--- src/rtl/updown_counter_n_pkg.sv ---
// updown_counter_n_pkg: mode/direction encodings shared by the up/down counter files.
package updown_counter_n_pkg;

    localparam logic [1:0] MODE_UP     = 2'b00;
    localparam logic [1:0] MODE_DOWN   = 2'b01;
    localparam logic [1:0] MODE_BOUNCE = 2'b10;
    localparam logic [1:0] MODE_HOLD   = 2'b11;

    localparam logic DIR_UP   = 1'b0;
    localparam logic DIR_DOWN = 1'b1;

    // UP/DOWN pin the direction on every edge; BOUNCE/HOLD leave it alone.
    function automatic logic forced_dir(input logic [1:0] mode, input logic dir);
        return (mode == MODE_UP) ? DIR_UP : (mode == MODE_DOWN) ? DIR_DOWN : dir;
    endfunction

endpackage

--- src/rtl/udc_next_state.sv ---
// udc_next_state: combinational one-step successor of (cnt, dir) for an enabled edge.
module udc_next_state
    import updown_counter_n_pkg::*;
#(
    parameter int WIDTH    = 8,
    parameter int MAX_VAL  = 255,
    parameter int SATURATE = 0
) (
    input  logic [WIDTH-1:0] cnt,
    input  logic             dir,
    input  logic [1:0]       mode,
    output logic [WIDTH-1:0] next_cnt,
    output logic             next_dir,
    output logic             wrap_evt
);

    localparam logic [WIDTH-1:0] MAX = WIDTH'(MAX_VAL);
    localparam logic             SAT = (SATURATE != 0);

    logic w_at_max;
    logic w_at_zero;

    assign w_at_max  = (cnt == MAX);
    assign w_at_zero = (cnt == '0);

    always_comb begin
        next_cnt = cnt;
        next_dir = forced_dir(mode, dir);
        wrap_evt = 1'b0;
        if (mode == MODE_UP) begin
            next_cnt = w_at_max ? (SAT ? MAX : '0) : cnt + 1'b1;
            wrap_evt = w_at_max && !SAT;
        end else if (mode == MODE_DOWN) begin
            next_cnt = w_at_zero ? (SAT ? '0 : MAX) : cnt - 1'b1;
            wrap_evt = w_at_zero && !SAT;
        end else if (mode == MODE_BOUNCE && dir == DIR_UP) begin
            // Turning at an end steps one back immediately, so ends are never repeated.
            next_cnt = w_at_max ? MAX - 1'b1 : cnt + 1'b1;
            next_dir = w_at_max ? DIR_DOWN : DIR_UP;
            wrap_evt = w_at_max;
        end else if (mode == MODE_BOUNCE) begin
            next_cnt = w_at_zero ? WIDTH'(1) : cnt - 1'b1;
            next_dir = w_at_zero ? DIR_UP : DIR_DOWN;
            wrap_evt = w_at_zero;
        end
    end

endmodule

--- src/rtl/updown_counter_n.sv ---
// updown_counter_n: parametrised up/down/bounce counter with clear, load, enable and tc/wrap flags.
module updown_counter_n
    import updown_counter_n_pkg::*;
#(
    parameter int WIDTH    = 8,
    parameter int MAX_VAL  = 255,
    parameter int SATURATE = 0
) (
    input  logic             clk,
    input  logic             rst,
    input  logic             clr,
    input  logic             load,
    input  logic [WIDTH-1:0] load_val,
    input  logic             en,
    input  logic [1:0]       mode,
    output logic [WIDTH-1:0] cnt,
    output logic             dir,
    output logic             tc,
    output logic             wrap
);

    localparam logic [WIDTH-1:0] MAX = WIDTH'(MAX_VAL);

    logic [WIDTH-1:0] r_cnt;
    logic             r_dir;
    logic             r_wrap;
    logic [WIDTH-1:0] w_next_cnt;
    logic             w_next_dir;
    logic             w_wrap_evt;
    logic [WIDTH-1:0] w_load_cnt;

    udc_next_state #(
        .WIDTH    (WIDTH),
        .MAX_VAL  (MAX_VAL),
        .SATURATE (SATURATE)
    ) u_next (
        .cnt      (r_cnt),
        .dir      (r_dir),
        .mode     (mode),
        .next_cnt (w_next_cnt),
        .next_dir (w_next_dir),
        .wrap_evt (w_wrap_evt)
    );

    assign w_load_cnt = (load_val > MAX) ? MAX : load_val;

    always_ff @(posedge clk or posedge rst) begin
        if (rst) begin
            r_cnt  <= '0;
            r_dir  <= DIR_UP;
            r_wrap <= 1'b0;
        end else if (clr) begin
            r_cnt  <= '0;
            r_dir  <= DIR_UP;
            r_wrap <= 1'b0;
        end else if (load) begin
            r_cnt  <= w_load_cnt;
            r_dir  <= forced_dir(mode, r_dir);
            r_wrap <= 1'b0;
        end else if (en) begin
            r_cnt  <= w_next_cnt;
            r_dir  <= w_next_dir;
            r_wrap <= w_wrap_evt;
        end else begin
            r_dir  <= forced_dir(mode, r_dir);
            r_wrap <= 1'b0;
        end
    end

    assign cnt  = r_cnt;
    assign dir  = r_dir;
    assign wrap = r_wrap;
    assign tc   = (r_dir == DIR_DOWN) ? (r_cnt == '0) : (r_cnt == MAX);

endmodule

--- config.mk ---
export PLATFORM = sky130hd
export DESIGN_NAME = updown_counter_n
export DESIGN_NICKNAME = d
export VERILOG_FILES = /design/src/rtl/updown_counter_n_pkg.sv /design/src/rtl/udc_next_state.sv /design/src/rtl/updown_counter_n.sv
export SDC_FILE = /design/constraint.sdc
export NUM_CORES = 1
export LEC_CHECK = 0
export CAP_MARGIN = 30
export CORE_MARGIN = 3
export CORE_UTILIZATION = 56
export CTS_BUF_LIST = sky130_fd_sc_hd__clkbuf_8
export CTS_CLUSTER_SIZE = 8
export DETAILED_ROUTE_END_ITERATION = 6
export GPL_TIMING_DRIVEN = 0
export MAX_ROUTING_LAYER = met4
export PLACE_DENSITY = 0.87
export SLEW_MARGIN = 0
export SYNTH_ARGS = -nofsm -noshare
export SYNTH_HDL_FRONTEND = slang
export SYNTH_SLANG_ARGS = --single-unit
--- constraint.sdc ---
create_clock -name clk -period 3.2 [get_ports clk]
set_input_delay 0.32 -clock clk [delete_from_list [all_inputs] [get_ports clk]]
set_output_delay 0.32 -clock clk [all_outputs]
set_load 0.1 [all_outputs]
==> results of run 1 <==
[per-layer routing]
| metal | share of wire [%] | routed length, um | global-route usage, % |
|---|---|---|---|
| met5 | 0 | 0 | - |
| met4 | 3.1 | 121 | 13.6 |
| met3 | 12 | 459 | 4.27 |
| met2 | 46 | 1810 | 49.4 |
| met1 | 39 | 1540 | 41.4 |
[flip-flops by register name, indices dropped and copies added, names as in the netlist]
register,count
dir,1
cnt,8
wrap,1
[cell type report]
cell class | instances | area (um2)
Clock buffer | 4 | 55.1
Buffer | 12 | 57.6
Inverter | 7 | 26.3
Multi-Input combinational cell | 135 | 870
Tap cell | 27 | 33.8
Timing Repair Buffer | 23 | 229
Sequential cell | 10 | 250
Fill cell | 161 | 480
[synthesized netlist by cell type, types with 3 or more instances]
cell / n
a211oi_1: 5
a21oi_1: 7
a22oi_1: 4
a31oi_1: 3
buf_2: 3
clkbuf_1: 6
dfrtp_1: 10
ha_1: 3
inv_1: 7
mux2_2: 3
nand2_1: 23
nand3_1: 5
nand4_1: 3
nor2_1: 13
nor3_1: 6
o21ai_0: 17
o22ai_1: 4
o311a_1: 3
xor2_1: 5
[per-stage QoR]
stage	total power [mW]	worst slack, ns	hold slack (ns)	cell area, um2
2_1_floorplan	0.398	0.436	0.160	1200
3_3_place_gp	0.478	0.264	0.626	1470
6_report	0.652	0.237	0.407	1520
4_1_cts	0.645	0.249	0.422	1520
3_5_place_dp	0.483	0.236	0.667	1470
5_1_grt	0.683	0.108	0.455	1520
[logic make-up after synthesis]
logic type	Yosys count
simple gates	63
compound gates	59
buf+inv	19
flops	10
xor+xnor	7
mux	3
fa+ha+maj	3
[repair_timing]
item / CTS / global route
setup endpoints to repair: 1 / 0
gates resized for setup: 1 / 0
hold endpoints to repair: 0 / 0
[worst paths after layout]
| kind | slack, ns | startpoint | to |
|---|---|---|---|
| worst max register to register | 1.06 | cnt[0] | cnt[2] |
| worst min-delay path | 0.41 | rst | cnt[2] |
| max in group asynchronous | 2.49 | rst | cnt[0] |
| worst min register to register | 0.76 | cnt[6] | cnt[6] |
| min in group clk | 0.54 | clr | cnt[6] |
| worst max-delay path | 0.24 | cnt[0] | tc |
[report_power, final]
part	leakage, nW	internal (mW)	switching, mW
logic	0.433	0.110	0.220
clock network	0.0288	0.109	0.0547
registers	0.132	0.138	0.0208
total	0.594	0.356	0.296
==> results.toml, run 1 <==
[floorplanning]
dieWidth_um = 52.3
pin_count = 26
core_area_um2 = 2000
initial_core_util_pct = 59.9
fp.dieArea_um2 = 2730
die_h_um = 52.3
rows = 16

[critical_path]
crit_chain = "inv_1 -> ha_1 -> nor4b_4 -> nand2_1 -> o21ai_2 -> dlygate4sd2_1"
cp_data_required_time_ns = 2.88
crit_buf_inv = 2
cp_max_fo = 8
end_kind = "output port"
reg2regPathDepth = 7
critPathSlowestCell = "dlygate4sd2_1"
cp_top_family = "buffers and inverters"
critPathMaxStageDelay_ns = 0.86
critPathKind = "reg -> out"
critPathArrivalTime_ns = 2.64
cp-start-kind = "register"
path_depth = 6

[clock_network]
clkTransAtPathRegs_ns = 0.05
postCtsHoldBufs = 0
clock-root-buffer = "clkbuf_8"
postCtsSetupBuffers = 0
cts_buffer_depth = 2
clkSinkCount = 10
insertion_delay_ns = 0.24
cts_tree = "done"
htreeDepth = 1
numCtsBuffers = 3

[routing]
viasPerCell = 6.72
final_antenna_net_count = 0
routed_wl_um = 3930
drc = 0
wl_per_cell_um = 18.0
drtIter0Drc = 86
dr.pass1.iters = 6
via_count = 1466

[layout]
mostFrequentLayoutCells = "23 x nand2_1, 22 x clkdlybuf4s50_1, 16 x o21ai_0"
instances_no_fill = 218
layout-drive-gt1-share_pct = 10.5
finish.utilization_pct = 76.0
fin_nets = 210
layout_commonest_cell = "nand2_1"
area_growth_pct = 26.8
diodes = 0

[place]
hpwlAfterDp_um = 2850
gp_congestion = 1.03
dpl.cell_count = 214
portBuffers = 23

[logic_synthesis]
synth_fa_ha_area_share_pct = 3.13
synth_edf_count = 0
synth_top_family_by_area = "compound AO/OA/AOI/OAI gates"
yosys.area.top_type = "dfrtp_1"
ys.warnings.count = 0
synth_seq_area_share_pct = 20.9
synth.net_count = 182
yosys.area_share.simple_pct = 27.5
async_reset_ff_share_pct = 100
synth.area.top_cells = "dfrtp_1 21%, nand2_1 7.2%, o21ai_0 7.1%"
syn_avg_cell_area_um2 = 7.32
synth_ff_type = "dfrtp_1"
synthCells = 164
synth.mux.area_fraction_pct = 2.82
synth-seq-cells = 10
synthXorXnorAreaFrac_pct = 5.11
syn-cell-area_um2 = 1200
synth_cell_types = 45
synth_compound_area_share_pct = 33.6
synth_top_area_share_pct = 20.9

[sta]
worst_clock_skew_ns = 0.00361
fin_crit_sh_pct = 92.6
rsz0062_at_grt = "no"
period_needed_ns = 2.96
relSlewSlack_pct = 35.4
setup_viol = 0
tns_ns = 0
drv_slew = 0
fmax_ghz = 0.337
hold_viol_final = 0
worstMarginPinSlew_ns = 0.967

[global_route]
grtUsageTotal_pct = 31.8
antenna_found_initial = 0
grt_start_max_net_pins = 11
grt_pass1_wl_um = 6330
grt_pass1_vias = 1352
grt_remaining_overflow = 0

[power_and_ir_drop]
peakVddDrop_mv = 0.278
p_leak_nw = 0.594
p_per_area_nw_per_um2 = 428

[min_path]
hold_path_class = "in -> async"

[run]
max_cap_violations = 0

[outcome]
status = "completed"
No activity file was read; power rests on OpenSTA's default activity.
==> inputs of run 2 (changes only) <==
CORE_ASPECT_RATIO = 0.6   (was default)
CORE_UTILIZATION = 58   (was 56)
PLACE_DENSITY = 0.88   (was 0.87)
SYNTH_HIERARCHICAL = 1   (was default)
==> results.toml, run 2 <==
[outcome]
status = "completed"

[clock_network]
postCtsHoldBufs = 0
clock-root-buffer = "clkbuf_8"
htreeDepth = 1
numCtsBuffers = 3
cts_buffer_depth = 2
postCtsSetupBuffers = 0
cts_resized = 0
clkTransAtPathRegs_ns = 0.05
cts_tree = "done"
clkSinkCount = 10
insertion_delay_ns = 0.24

[sta]
setup_viol = 0
tns_ns = 0
period_needed_ns = 2.74
hold_viol_final = 0
rsz0062_at_grt = "no"
worst_clock_skew_ns = 0.00281
relSlewSlack_pct = 33.4
fin_crit_sh_pct = 85.7
drv_slew = 0
worstMarginPinSlew_ns = 0.996
fmax_ghz = 0.365
timing.hold.ws_ns = 0.377

[logic_synthesis]
syn_avg_cell_area_um2 = 7.80
synth_top_area_share_pct = 18.0
synth_edf_count = 0
synth-seq-cells = 10
synth.net_count = 196
async_reset_ff_share_pct = 100
synthCells = 178
syn-cell-area_um2 = 1390
synth_ff_type = "dfrtp_1"
yosys-top-cells-count = "17 x nor2_1, 13 x a21oi_1, 13 x nor3_1, 11 x nand2_1, 11 x o21ai_0"
synth_cell_types = 53
ys.warnings.count = 6
synth.area.top_cells = "dfrtp_1 18%, mux2_4 8.6%, mux2i_1 6.5%"
synth_seq_area_share_pct = 18.0
yosysMostFrequentCell = "nor2_1"
yosys.area.top_type = "dfrtp_1"

[power_and_ir_drop]
intPower_uw = 374
p_per_area_nw_per_um2 = 384
p_leak_nw = 0.717
peakVddDrop_mv = 0.349
p_switching_uw = 278
seq_power_share_pct = 23.5
p_comb_share_pct = 51.7
sw_frac_of_total_pct = 42.6
clockPowerShare_pct = 24.8

[routing]
routed_wl_um = 4230
dr.pass1.iters = 5
drtIter0Drc = 179
wl_per_cell_um = 18.1
via_count = 1551
drc = 0
final_antenna_net_count = 0
viasPerCell = 6.63

[critical_path]
crit_chain = "buf_2 -> or4_4 -> nor3_4 -> o31a_1 -> o21ai_1 -> a311o_1 -> mux2_4 -> mux2i_1 -> nor2_1"
cp_data_required_time_ns = 3.31
critPathSlowestCell = "or4_4"
cp_top_family = "simple AND/OR/NAND/NOR gates"
critPathMaxStageDelay_ns = 0.53
reg2regPathDepth = 9
r2r-start = "cnt[5]"
cp_max_fo = 9
worstSetupStartpoint = "cnt[5]"
critPathArrivalTime_ns = 2.85
rr_endpoint = "cnt[3]"
crit_buf_inv = 1
r2r_slack_ns = 0.46
cp-start-kind = "register"
critPathKind = "reg -> reg"
end_kind = "register"

[global_route]
grtUsageTotal_pct = 29.4
grt_pass1_wl_um = 6840
antenna_found_initial = 0
grt_remaining_overflow = 0
grt_pass1_vias = 1408
grt_start_max_net_pins = 11

[min_path]
hold_path_class = "in -> async"

[place]
gp_congestion = 1.05
portBuffers = 22
hpwlAfterDp_um = 3150

[floorplanning]
initial_core_util_pct = 62.8
dieWidth_um = 69.2
rows = 13
pin_count = 26
fp.dieArea_um2 = 3040
core_area_um2 = 2210
die_h_um = 43.9

[layout]
layout_commonest_cell = "clkdlybuf4s50_1"
largest_reg_flops = 8
fin_nets = 223
mostFrequentLayoutCells = "22 x clkdlybuf4s50_1, 17 x nor2_1, 13 x nor3_1, 13 x a21oi_1, 11 x nand2_1"
diodes = 0
fill_cells = 161
layout-drive-gt1-share_pct = 15.2
area_growth_pct = 22.5

[run]
max_cap_violations = 0
-- run 2: cells by family after synthesis --
| kind of cell | synth area share [%] |
|---|---|
| AND/OR/NAND/NOR | 28.4 |
| AO/OA/AOI/OAI | 22.2 |
| buffers and inverters | 8.56 |
| multiplexers | 15.1 |
| flip-flops | 18.0 |
| XOR/XNOR | 5.04 |
| adder cells (fa/ha/maj) | 2.70 |
-- run 2: worst max path at each step --
stage | endpoint | cells after the start
detailed placement | cnt[3] | 9
floorplan | tc | 3
finish | cnt[3] | 9
global placement | cnt[3] | 9
CTS | tc | 4
global route | cnt[1] | 8
-- run 2: cell type report --
| type | instances | area [um2] | share of cell area (%) |
|---|---|---|---|
| multi-input cells | 147 | 1020 | 59.9 |
| well taps | 30 | 37.5 | 2.21 |
| plain buffers | 15 | 96.3 | 5.66 |
| clock buffers | 4 | 55.1 | 3.24 |
| flip-flops and latches | 10 | 250 | 14.7 |
| inverters | 6 | 22.5 | 1.32 |
| repair buffers | 22 | 220 | 12.9 |
-- run 2: per-stage QoR --
stage	power, mW	std cells	area [um2]	utilization, %	setup slack, ns
6_report	0.653	234	1700	76.9	0.459
5_1_grt	0.682	234	1700	76.9	0.319
4_1_cts	0.646	234	1700	76.9	0.516
3_5_place_dp	0.483	230	1650	74.4	0.552
3_3_place_gp	0.475	230	1650	74.4	0.591
2_1_floorplan	0.405	178	1390	-	0.151
-- run 2: power by group through the flow --
stage / registers, mW / clock network [mW] / logic, mW
after floorplan: 0.218 / 0 / 0.187
after global placement: 0.155 / 0 / 0.320
after detailed placement: 0.155 / 0 / 0.328
after CTS: 0.153 / 0.161 / 0.331
after global routing: 0.156 / 0.171 / 0.356
final: 0.154 / 0.162 / 0.337
-- run 2: layer usage --
layer / track usage, % / routed length, um / share of wire [%] / vias up
met5: - / 0 / 0 / -
met1: 40.5 / 1880 / 44 / 722
met3: 7.87 / 467 / 11 / 13
li1: - / - / - / 709
met4: 5.84 / 80 / 1.9 / 0
met2: 43.6 / 1800 / 43 / 107
-- run 2: worst reg2reg max path, stage by stage, from the launching register on --
cell     delay, ns
dfrtp_1       0.42
buf_2         0.21
or4_4         0.53
nor3_4        0.39
o31a_1        0.22
o21ai_1       0.08
a311o_1       0.32
mux2_4        0.26
mux2i_1       0.13
nor2_1        0.05
==> inputs of run 3 (changes only) <==
GPL_TIMING_DRIVEN = 1   (was 0)
==> results.toml, run 3 (synthesis gave the netlist of run 2 again) <==
[clock_network]
clock-root-buffer = "clkbuf_8"
postCtsSetupBuffers = 0
cts_buffer_depth = 2
insertion_delay_ns = 0.23
cts_resized = 0
clkSinkCount = 10
htreeDepth = 1
clkTransAtPathRegs_ns = 0.05
numCtsBuffers = 3
postCtsHoldBufs = 0
cts_tree = "done"

[global_route]
grt_start_max_net_pins = 18
grt_remaining_overflow = 0
grtUsageTotal_pct = 26.8
antenna_found_initial = 0
grt_pass1_vias = 1350
grt_pass1_wl_um = 6360

[routing]
drc = 0
final_antenna_net_count = 0
dr_wl_met2_um = 1720
via_count = 1512
top_layer = "met4"
wl_met1_um = 1650
drtIter0Drc = 214
routed_wl_um = 3870
viasPerCell = 6.75
route.met3.wl_um = 435
wl_per_cell_um = 17.3
dr.pass1.iters = 5

[place]
portBuffers = 25
pre_cts_ws_ns = 0.563
gp_congestion = 0.982
hpwlAfterDp_um = 2810

[floorplanning]
die_h_um = 43.9
core_area_um2 = 2210
fp.dieArea_um2 = 3040
dieWidth_um = 69.2
rows = 13
initial_core_util_pct = 62.8
pin_count = 26

[sta]
period_needed_ns = 2.69
relSlewSlack_pct = 35.6
setup_viol = 0
drv_slew = 0
tns_ns = 0
fin_crit_sh_pct = 84.0
worstMarginPinSlew_ns = 0.963
fmax_ghz = 0.372
fin_ws_ns = 0.512
worst_clock_skew_ns = 0.00635
rsz0062_at_grt = "no"
hold_viol_final = 0

[layout]
largest_reg_flops = 8
area_growth_pct = 16.6
multi_input_area_um2 = 1020
mostFrequentLayoutCells = "17 x nor2_1, 15 x clkdlybuf4s50_1, 13 x nor3_1, 13 x buf_4, 13 x a21oi_1"
fill_cells = 183
layout-drive-gt1-share_pct = 16.5
regArea_um2 = 250
diodes = 0
layout_commonest_cell = "nor2_1"
fin_nets = 214

[critical_path]
critPathArrivalTime_ns = 2.80
critPathKind = "reg -> reg"
cp_max_fo = 17
end_kind = "register"
cp-start-kind = "register"
cp_data_required_time_ns = 3.31

[run]
max_cap_violations = 0

[power_and_ir_drop]
p_leak_nw = 0.691
p_total_uw = 604
peakVddDrop_mv = 0.216
p_per_area_nw_per_um2 = 373

[outcome]
status = "completed"

[min_path]
hold_path_class = "in -> async"
run 3: cell types whose count changed in the layout (fill, tap and decap cells not counted), sizes merged:
cell | previous run | this run
clkbuf | 6 | 3
clkdlybuf4s50 | 22 | 15
run 3: stage by stage:
stage / instance area, um2 / utilization (%) / std cells / hold WS, ns
CTS: 1620 / 73.2 / 224 / 0.391
detailed placement: 1580 / 71.3 / 221 / 0.643
global placement: 1580 / 71.3 / 221 / 0.620
finish: 1620 / 73.2 / 224 / 0.371
floorplan: 1390 / - / 178 / 0.160
global route: 1620 / 73.2 / 224 / 0.395
run 3: metal layers:
| metal | track usage (%) | vias up |
|---|---|---|
| met3 | 4.63 | 14 |
| met5 | - | - |
| met4 | 5.84 | 0 |
| met2 | 42.2 | 114 |
| met1 | 36.3 | 688 |
| li1 | - | 696 |
run 3: power breakdown:
part | internal [mW] | switching (mW) | leakage [nW] | total [mW]
Combinational | 0.121 | 0.185 | 0.538 | 0.306
Sequential | 0.136 | 0.0327 | 0.132 | 0.168
Clock | 0.0823 | 0.0475 | 0.0216 | 0.130
Total | 0.338 | 0.266 | 0.691 | 0.604
run 3: cell type report:
type                    count  share of cell area, %
multi-input cells         147                   63.0
flip-flops and latches     10                   15.5
repair buffers             28                   15.3
clock buffers               3                   2.55
well taps                  30                   2.32
inverters                   6                   1.39
run 3: worst paths after layout:
| path | slack, ns | endpoint | cells after the start | start |
|---|---|---|---|---|
| worst min-delay path | 0.37 | cnt[5] | 2 | rst |
| min in group clk | 0.69 | cnt[6] | 3 | load_val[6] |
| worst max register to register | 0.51 | cnt[5] | 7 | cnt[3] |
| max in group asynchronous | 2.53 | cnt[1] | 2 | rst |
| worst min register to register | 0.91 | cnt[1] | 3 | cnt[1] |
| worst max-delay path | 0.51 | cnt[5] | 7 | cnt[3] |
run 3: critical path, cell delays in order (launching register included):
cell,delay [ns]
dfrtp_1,0.67
nand4_1,0.33
nor2_1,0.60
o21ai_0,0.22
a32o_1,0.30
mux2_4,0.25
mux2i_1,0.12
nor2_1,0.06
